`src/rtl/matrix_bram_arb_pkg.sv`:
```
// Shared types for the matrix BRAM read-port arbiter.
// Includes the requester limit and the owner-id width helper.
package matrix_bram_arb_pkg;

  localparam int MAX_REQ = 8;

  typedef enum logic [1:0] {
    ARB_IDLE,
    ARB_SINGLE,
    ARB_LOCKED
  } arb_state_t;

  function automatic int id_width(input int n);
    return (n <= 2) ? 1 : $clog2(n);
  endfunction

endpackage

```
`src/rtl/rr_pick.sv`:
```
// Rotating find-first-set: first set bit of req at or after ptr,
// wrapping modulo N. Pure combinational.
module rr_pick #(
  parameter int N = 4
) (
  input  logic [N-1:0] req,
  input  logic [2:0]   ptr,
  output logic         found,
  output logic [2:0]   idx,
  output logic [N-1:0] onehot
);

  logic [2*N-1:0] dbl;
  logic [N-1:0]   rot;
  logic [3:0]     sum;

  assign dbl = {req, req};
  assign rot = dbl[N-1:0] >> ptr | dbl[2*N-1:N] << (N - int'(ptr));

  always_comb begin
    found  = 1'b0;
    idx    = '0;
    onehot = '0;
    sum    = '0;
    for (int k = 0; k < N; k++) begin
      if (!found && rot[k]) begin
        found = 1'b1;
        sum   = {1'b0, ptr} + 4'(k);
        if (sum >= 4'(N))
          sum = sum - 4'(N);
        idx    = sum[2:0];
        onehot = N'(1) << sum[2:0];
      end
    end
  end

endmodule

```
`src/rtl/matrix_bram_arbiter.sv`:
```
// Round-robin arbiter for the shared matrix BRAM read port, with
// locked bursts and a latency-matched tag pipe for read-data routing.
module matrix_bram_arbiter
  import matrix_bram_arb_pkg::*;
#(
  parameter int NUM_REQ      = 4,
  parameter int ADDR_WIDTH   = 14,
  parameter int DATA_WIDTH   = 32,
  parameter int READ_LATENCY = 1
) (
  input  logic                          clk,
  input  logic                          rst,
  input  logic [NUM_REQ-1:0]            req,
  input  logic [NUM_REQ-1:0]            lock,
  input  logic [NUM_REQ*ADDR_WIDTH-1:0] req_addr,
  output logic [NUM_REQ-1:0]            gnt,
  output logic [NUM_REQ-1:0]            rd_valid,
  output logic [DATA_WIDTH-1:0]         rd_data,
  output logic [ADDR_WIDTH-1:0]         bram_addr,
  output logic                          bram_en,
  input  logic [DATA_WIDTH-1:0]         bram_data,
  output logic [2:0]                    owner_id,
  output logic                          busy
);

  localparam int IDW = id_width(NUM_REQ);

  arb_state_t         state;
  logic [2:0]         owner;
  logic [2:0]         rr_ptr;
  logic [NUM_REQ-1:0] gnt_q;

  logic               pick_found;
  logic [2:0]         pick_idx;
  logic [NUM_REQ-1:0] pick_oh;
  logic [2:0]         nxt_ptr;
  logic               hold;

  logic [READ_LATENCY-1:0] tag_v;
  logic [IDW-1:0]          tag_id [READ_LATENCY];

  rr_pick #(.N(NUM_REQ)) u_pick (
    .req    (req),
    .ptr    (rr_ptr),
    .found  (pick_found),
    .idx    (pick_idx),
    .onehot (pick_oh)
  );

  assign nxt_ptr = (pick_idx == 3'(NUM_REQ - 1)) ? 3'd0
                                                 : pick_idx + 3'd1;
  assign hold = (state == ARB_LOCKED) && |(gnt_q & lock);

  always_ff @(posedge clk) begin
    if (rst) begin
      state  <= ARB_IDLE;
      owner  <= '0;
      rr_ptr <= '0;
      gnt_q  <= '0;
    end else if (!hold) begin
      if (pick_found) begin
        gnt_q  <= pick_oh;
        owner  <= pick_idx;
        rr_ptr <= nxt_ptr;
        state  <= |(pick_oh & lock) ? ARB_LOCKED : ARB_SINGLE;
      end else begin
        gnt_q <= '0;
        state <= ARB_IDLE;
      end
    end
  end

  // Tags follow the read through the BRAM so routing ignores later grants.
  always_ff @(posedge clk) begin
    if (rst) begin
      tag_v <= '0;
      for (int s = 0; s < READ_LATENCY; s++)
        tag_id[s] <= '0;
    end else begin
      tag_v[0]  <= bram_en;
      tag_id[0] <= owner[IDW-1:0];
      for (int s = 1; s < READ_LATENCY; s++) begin
        tag_v[s]  <= tag_v[s-1];
        tag_id[s] <= tag_id[s-1];
      end
    end
  end

  always_comb begin
    bram_addr = '0;
    rd_valid  = '0;
    for (int i = 0; i < NUM_REQ; i++) begin
      if (gnt_q[i])
        bram_addr = req_addr[i*ADDR_WIDTH +: ADDR_WIDTH];
      rd_valid[i] = tag_v[READ_LATENCY-1] &&
                    (tag_id[READ_LATENCY-1] == IDW'(i));
    end
  end

  assign gnt      = gnt_q;
  assign bram_en  = |(gnt_q & req);
  assign busy     = |gnt_q;
  assign owner_id = owner;
  assign rd_data  = bram_data;

endmodule

```
`config.mk`:
```
export PLATFORM = sky130hd
export DESIGN_NAME = matrix_bram_arbiter
export DESIGN_NICKNAME = d
export VERILOG_FILES = /design/src/rtl/matrix_bram_arb_pkg.sv /design/src/rtl/rr_pick.sv /design/src/rtl/matrix_bram_arbiter.sv
export SDC_FILE = /design/constraint.sdc
export NUM_CORES = 1
export LEC_CHECK = 0
export BUFFER_PORTS_ARGS = -buffer_cell sky130_fd_sc_hd__buf_2
export CORE_ASPECT_RATIO = 0.7
export CORE_MARGIN = 4
export CORE_UTILIZATION = 41
export CTS_CLUSTER_SIZE = 10
export DETAILED_ROUTE_END_ITERATION = 8
export PLACE_DENSITY = 0.94
export SLEW_MARGIN = 20
export SYNTH_ARGS = -nofsm -noshare
export SYNTH_HDL_FRONTEND = slang
export SYNTH_HIERARCHICAL = 1
export SYNTH_SLANG_ARGS = --single-unit
export TNS_END_PERCENT = 30
```
`constraint.sdc`:
```
create_clock -name clk -period 4.25 [get_ports clk]
set_clock_uncertainty 0.05 [all_clocks]
set_input_delay 0.85 -clock clk [delete_from_list [all_inputs] [get_ports clk]]
set_output_delay 0.85 -clock clk [all_outputs]
set_load 0.005 [all_outputs]
```
# After elaboration in Yosys (flattened, before gate mapping)
# Memories as Yosys holds them, arrays and structs flattened.
# Index checks and enable logic that the tools add are counted.
# word_totals
ff_bits	13
ramBits	2
inputBits	98
output_inout_bits	59
elab_cells	86
memories	1
# classes
add_sub_neg	9
n_lt_le_gt_ge	4
eq_ne	5
n_shift	6
n_mux	33
bitwise	5
reduce_logical	18
# mem_list
name	words	word_bits	read_ports	rd_clocked_by_memory_dff	wr	line	source
tag_id	1	2	1	0	1	matrix_bram_arbiter.sv:40	logic [IDW-1:0] tag_id [READ_LATENCY];
# ops
cell	n
$mux W14	4
$mux W3	13
$shl A4 B32 Y4	1
$mux W4	5
$reduce_or A4 Y1	4
$shl A1 B3 Y4 const A	4
$and A4 B4 Y4	3
$ge A4 B3 Y1 const B	3
$sub A3 B3 Y3 const B	4
$add A3 B2 Y4 const B	2
$logic_and A1 B1 Y1	8
$mux W1	8
$eq A2 B2 Y1 const B	3
$mux W2	3
$add A3 B1 Y4 const B	1
$or A4 B4 Y4	1
$shr A4 B3 Y4	1
$sub A3 B3 Y4 const A	1
$add A3 B1 Y3 const B	1
$eq A3 B2 Y1 const B	1
$ge A3 B3 Y1 const B	1
$logic_not A1 Y1	3
$eq A2 B1 Y1 const B	1
$logic_not A2 Y1	1
other kinds (3)	3

# Longest topological paths before layout
# logic_depth
depth_word	19
mapped_depth	13

# Hierarchy
# The synthesis kept the hierarchy.
# by_module_without_submodules
module	n_inst	cells_each	area_each_um2	seq_area_each_um2
matrix_bram_arbiter	1	185	1458.9	300.3
rr_pick	1	78	551.8	0.0

# Worst setup path after synthesis
# No wires, ideal clock.
# synth_timing
kind	register to register
start	reg rr_ptr[0]
end	reg rr_ptr[0]
setup_ns	0.131
arrival_ns	3.080
t_required_ns	4.069
slack_ns	0.989
stages_incl_launch_ff	14
n_path_buf	1
path_cell_list	dfxtp_1 -> buf_4 -> inv_1 -> ha_1 -> inv_1 -> a22o_1 -> a32oi_1 -> o21ai_0 -> and3_1 -> a2111oi_2 -> ha_1 -> nand2b_1 -> a41oi_1 -> o211ai_1
# synth_between
elab_chain_len	15
elab_cells_between_ends	41
# synth_lines
item	line	source
start: declaration	matrix_bram_arbiter.sv:30	logic [2:0] rr_ptr;
start signal: assignment	matrix_bram_arbiter.sv:64	rr_ptr <= nxt_ptr;
$sub A3 B3 Y4	rr_pick.sv:18	assign rot = dbl[N-1:0] >> ptr | dbl[2*N-1:N] << (N - int'(ptr));
$shl A4 B32 Y4	rr_pick.sv:18	
$or A4 B4 Y4	rr_pick.sv:18	
$mux W1	rr_pick.sv:26	if (!found && rot[k]) begin
$logic_not A1 Y1	rr_pick.sv:26	
$logic_and A1 B1 Y1	rr_pick.sv:26	
$mux W1	rr_pick.sv:26	
$logic_not A1 Y1	rr_pick.sv:26	
$logic_and A1 B1 Y1	rr_pick.sv:26	
$mux W1	rr_pick.sv:26	
$logic_not A1 Y1	rr_pick.sv:26	
$logic_and A1 B1 Y1	rr_pick.sv:26	
$mux W3 *	rr_pick.sv:26	
net pick_idx[1]	matrix_bram_arbiter.sv:34	logic [2:0] pick_idx;
$eq A3 B2 Y1 *	matrix_bram_arbiter.sv:50	assign nxt_ptr = (pick_idx == 3'(NUM_REQ - 1)) ? 3'd0
$mux W3 *	matrix_bram_arbiter.sv:50	
# The timed path passes the listed nets; every way through them passes the cells marked *. The select of a mux whose other input is x is not followed.
# A chain may end at the register's enable or synchronous reset.

# Worst setup path in the final report
# layout_timing
start	reg rr_ptr[1]
end	reg rr_ptr[1]
# layout_between
elab_chain_len	15
elab_cells_between_ends	41
# layout_lines
item	line
$sub A3 B3 Y4	rr_pick.sv:18
$shl A4 B32 Y4	rr_pick.sv:18
$or A4 B4 Y4	rr_pick.sv:18
$mux W1	rr_pick.sv:26
$logic_not A1 Y1	rr_pick.sv:26
$logic_and A1 B1 Y1	rr_pick.sv:26
$mux W1	rr_pick.sv:26
$logic_not A1 Y1	rr_pick.sv:26
$logic_and A1 B1 Y1	rr_pick.sv:26
$mux W1	rr_pick.sv:26
$logic_not A1 Y1	rr_pick.sv:26
$logic_and A1 B1 Y1	rr_pick.sv:26
$mux W3 *	rr_pick.sv:26
net pick_idx[0]	matrix_bram_arbiter.sv:34
$add A3 B1 Y3 / $eq A3 B2 Y1 (equally long branches)	matrix_bram_arbiter.sv:51, matrix_bram_arbiter.sv:50
$mux W3 *	matrix_bram_arbiter.sv:50
# Marked as above.

==> metrics.md <==
| Metric | Value |
|---|---|
| H-tree levels | 1 |
| First-pass GRT wire length | 9729 um |
| Iteration-0 DRC count of the detailed router | 255 |
| Pwr per Cell Area | 737.7 nW/um^2 |
| CTS Sinks | 15 |
| Detail Route Antenna Nets | 0 |
| Effective utilization at floorplan | 42.28% |
| Die footprint | 6106 sq um |
| Crit path DAT | 3.50 ns |
| Sw frac | 52.99% |
| Crit Reg-Reg Startpoint | rr_ptr[1] |
| Outcome | finished, final reports clean |
| Hold_sp | owner_id[0] |
| Synth cell types | 52 |
| CP Max Fanout | 8 |
| Postcts setup bufs | 0 |
| HPWL after DPL | 5193 um |
| I/O pins | 157 |
| Vias | 2309 |
| Final Util | 48.07% |
| Seq pwr share | 16.2% |
| Share of layout cells above drive strength 1 | 34.08% |
| Mapped Area | 2011 sq um |
| Post-CTS Resized | 0 |
| Actual slew at the worst max-slew pin | 0.8594 ns |
| Startpoint Class | flip-flop |
| Number of global-route vias before repair | 1933 |
| Mean post-synth cell area | 7.645 sq um |
| Worst Setup End Kind | flip-flop |
| Max-slew violation count | 0 |
| F_max | 293.4 MHz |
| Mapped Nets | 370 |
| Internal Power | 792.7 uW |
| Area growth syn-to-layout | 13.69% |
| Synth Instances | 263 |
| Total CTS buffers | 3 |
| Vias per cell | 6.029 |
| Ant diodes | 0 |
| Reg-to-reg critical path endpoint | rr_ptr[1] |
| Slew HR | 42.49% |
| Fin nets | 422 |
| GPL Wtd Cong | 0.9904 |
| # rows | 21 |
| Critical Path RT | 4.34 ns |
| Reg2Reg Setup Slack | 0.84 ns |
| Most common cell after layout, fill and taps aside | buf_2 |
| Leak | 1.021 nW |
| Async set-reset flop share out of synthesis | 0% |
| Sequential share of the synthesized area | 14.93% |
| Switching power total | 893.5 uW |
| GRT Util Overall | 19.67% |
| GRT Residual Overflow | 0 |
| CTS tree | done |
| Die X | 91.70 um |
| Largest net degree at the start of global routing | 22 |
| Kind of critical path | reg2reg |
| FILL cells | 436 |
| Initial antenna violation count | 0 |
| Final Hold Fails | 0 |
| Worst-path clk slew | 0.07 ns |
| Hold_buf cts | 0 |
| Setup_tns | 0 ns |
| CORE AREA | 4756 sq um |
| Setup violators final | 0 |
| HP Class | reg2reg |
| Clk Latency, worst-skew pair | 0.26 ns |
| Wire per inst | 16.89 um |
| Final min period | 3.409 ns |
| WL final | 6468 um |
| RSZ-0062 raised after global routing | false |
| DRT Pass-1 Iters | 5 |
| Max cap viols | 0 |
| CTS Buffer Depth | 2 |
| Hold depth | 1 |
| Predominant post-synthesis flop cell | dfxtp_1 |
| Register-to-Register Path Depth | 11 |
| Peak VDD IR | 0.0002867 V |
| Tcrit/Tclk final | 80.20% |
| Clk pwr share | 7.1% |
| # port buffers | 92 |
| Clk Tree Root Cell | clkbuf_8 |
| Die Y | 66.59 um |
| # DRC | 0 |
| Hold path endpoint | tag_id[0][0] |
| Seq cells post-synth | 15 |
| Most frequent cells in the layout | buf_2, a21oi_1, nand2_1 |
| Power share of the combinational group | 76.7% |
| Ys Warns | 6 |
| Number of synthesized flops with an enable pin | 0 |
## critical path, stage by stage, from the launching register on
cell      delay (ns)
dfxtp_1         0.33
inv_1           0.12
ha_1            0.47
inv_1           0.13
a22o_1          0.25
a222oi_1        0.48
a21oi_1         0.13
o31ai_1         0.62
ha_1            0.28
nand2b_1        0.10
a41oi_1         0.22
o211ai_1        0.11
## stage by stage
step / hold slack [ns] / worst slack [ns] / power [mW] / area (sq um) / instances
floorplan: 0.4338 / 0.9894 / 1.221 / 2011 / 263
global placement: 0.4884 / 0.9905 / 1.476 / 2240 / 379
detailed placement: 0.4798 / 0.8812 / 1.525 / 2240 / 379
CTS: 0.5004 / 0.9041 / 1.651 / 2286 / 383
global route: 0.5184 / 0.6316 / 1.844 / 2286 / 383
finish: 0.5085 / 0.8414 / 1.686 / 2286 / 383
## flip-flops by register name (all words and copies together), names as in the netlist
name      count
rr_ptr        3
tag_id        2
state         2
gnt           4
owner_id      3
tag_v         1
## how the worst max path moves through the flow
stage                      endpoint  startpoint  cells after the start  slack (ns)
after CTS                 rr_ptr[0]   rr_ptr[1]                     11        0.90
final                     rr_ptr[1]   rr_ptr[1]                     11        0.84
after global routing      rr_ptr[1]   rr_ptr[0]                     11        0.63
after floorplan           rr_ptr[0]   rr_ptr[0]                     13        0.99
after detailed placement  rr_ptr[1]      req[0]                     11        0.88
after global placement    rr_ptr[0]      req[0]                     11        0.99
## power by group through the flow
stage,Combinational (mW),Sequential (mW),Clock [mW]
floorplan,0.969,0.252,0
global placement,1.21,0.267,0
detailed placement,1.25,0.273,0
CTS,1.26,0.270,0.121
global route,1.44,0.281,0.125
finish,1.29,0.273,0.120
## cell usage after synthesis, types with 2 or more instances
cell	instances	area [sq um]
o22ai_1	13	81.33
o31ai_1	2	15.01
o21a_1	2	15.01
a41oi_1	6	52.55
nor3b_1	7	52.55
o311ai_1	4	35.03
a21oi_1	18	90.09
nor3_1	2	10.01
and3b_1	2	17.52
a22o_1	3	26.28
nand3_1	9	45.04
ha_1	9	112.6
dfxtp_1	15	300.3
nor2b_1	5	31.28
mux2i_1	5	50.05
nand2b_1	5	31.28
a21boi_0	2	15.01
inv_1	9	33.78
o211ai_1	3	22.52
buf_6	2	22.52
a22oi_1	17	127.6
nand2_1	18	67.56
nor4bb_1	4	40.04
a221oi_1	5	43.79
nor2_1	15	56.30
and3_1	3	18.77
buf_4	35	262.8
clkbuf_1	2	7.510
o2111ai_1	2	17.52
o21ai_0	8	40.04
o2bb2ai_1	4	35.03
buf_2	7	35.03
## logic make-up (layout without fill, tap and decap cells)
group | count (synthesis) | count (layout) | share of synthesized area (%)
AND/OR/NAND/NOR | 75 | 75 | 20.54
flip-flops | 15 | 15 | 14.93
buffers and inverters | 56 | 107 | 18.23
adder cells (fa/ha/maj) | 9 | 9 | 5.601
AO/OA/AOI/OAI | 101 | 101 | 37.46
other | 1 | 1 | 0.1865
multiplexers | 6 | 6 | 3.049
## cell type report
type / instances / area (sq um) / share of cell area, %
clock buffer: 3 / 41.29 / 1.806
clock inverter: 1 / 5.005 / 0.2189
inverter: 9 / 33.78 / 1.478
multi-input combinational: 192 / 1344 / 58.79
sequential: 15 / 300.3 / 13.14
tap: 69 / 86.33 / 3.777
timing repair buffer: 94 / 475.5 / 20.80
## routing by layer
| layer | track usage [%] | vias to the layer above | part of all wire, % |
|---|---|---|---|
| met2 | 27.21 | 139 | 45 |
| met1 | 29.31 | 1090 | 44 |
| met5 | 0 | - | 0 |
| met4 | 2.963 | 0 | 0.51 |
| li1 | - | 1074 | - |
| met3 | 6.772 | 6 | 10 |
(Power assumes the default switching activity.)
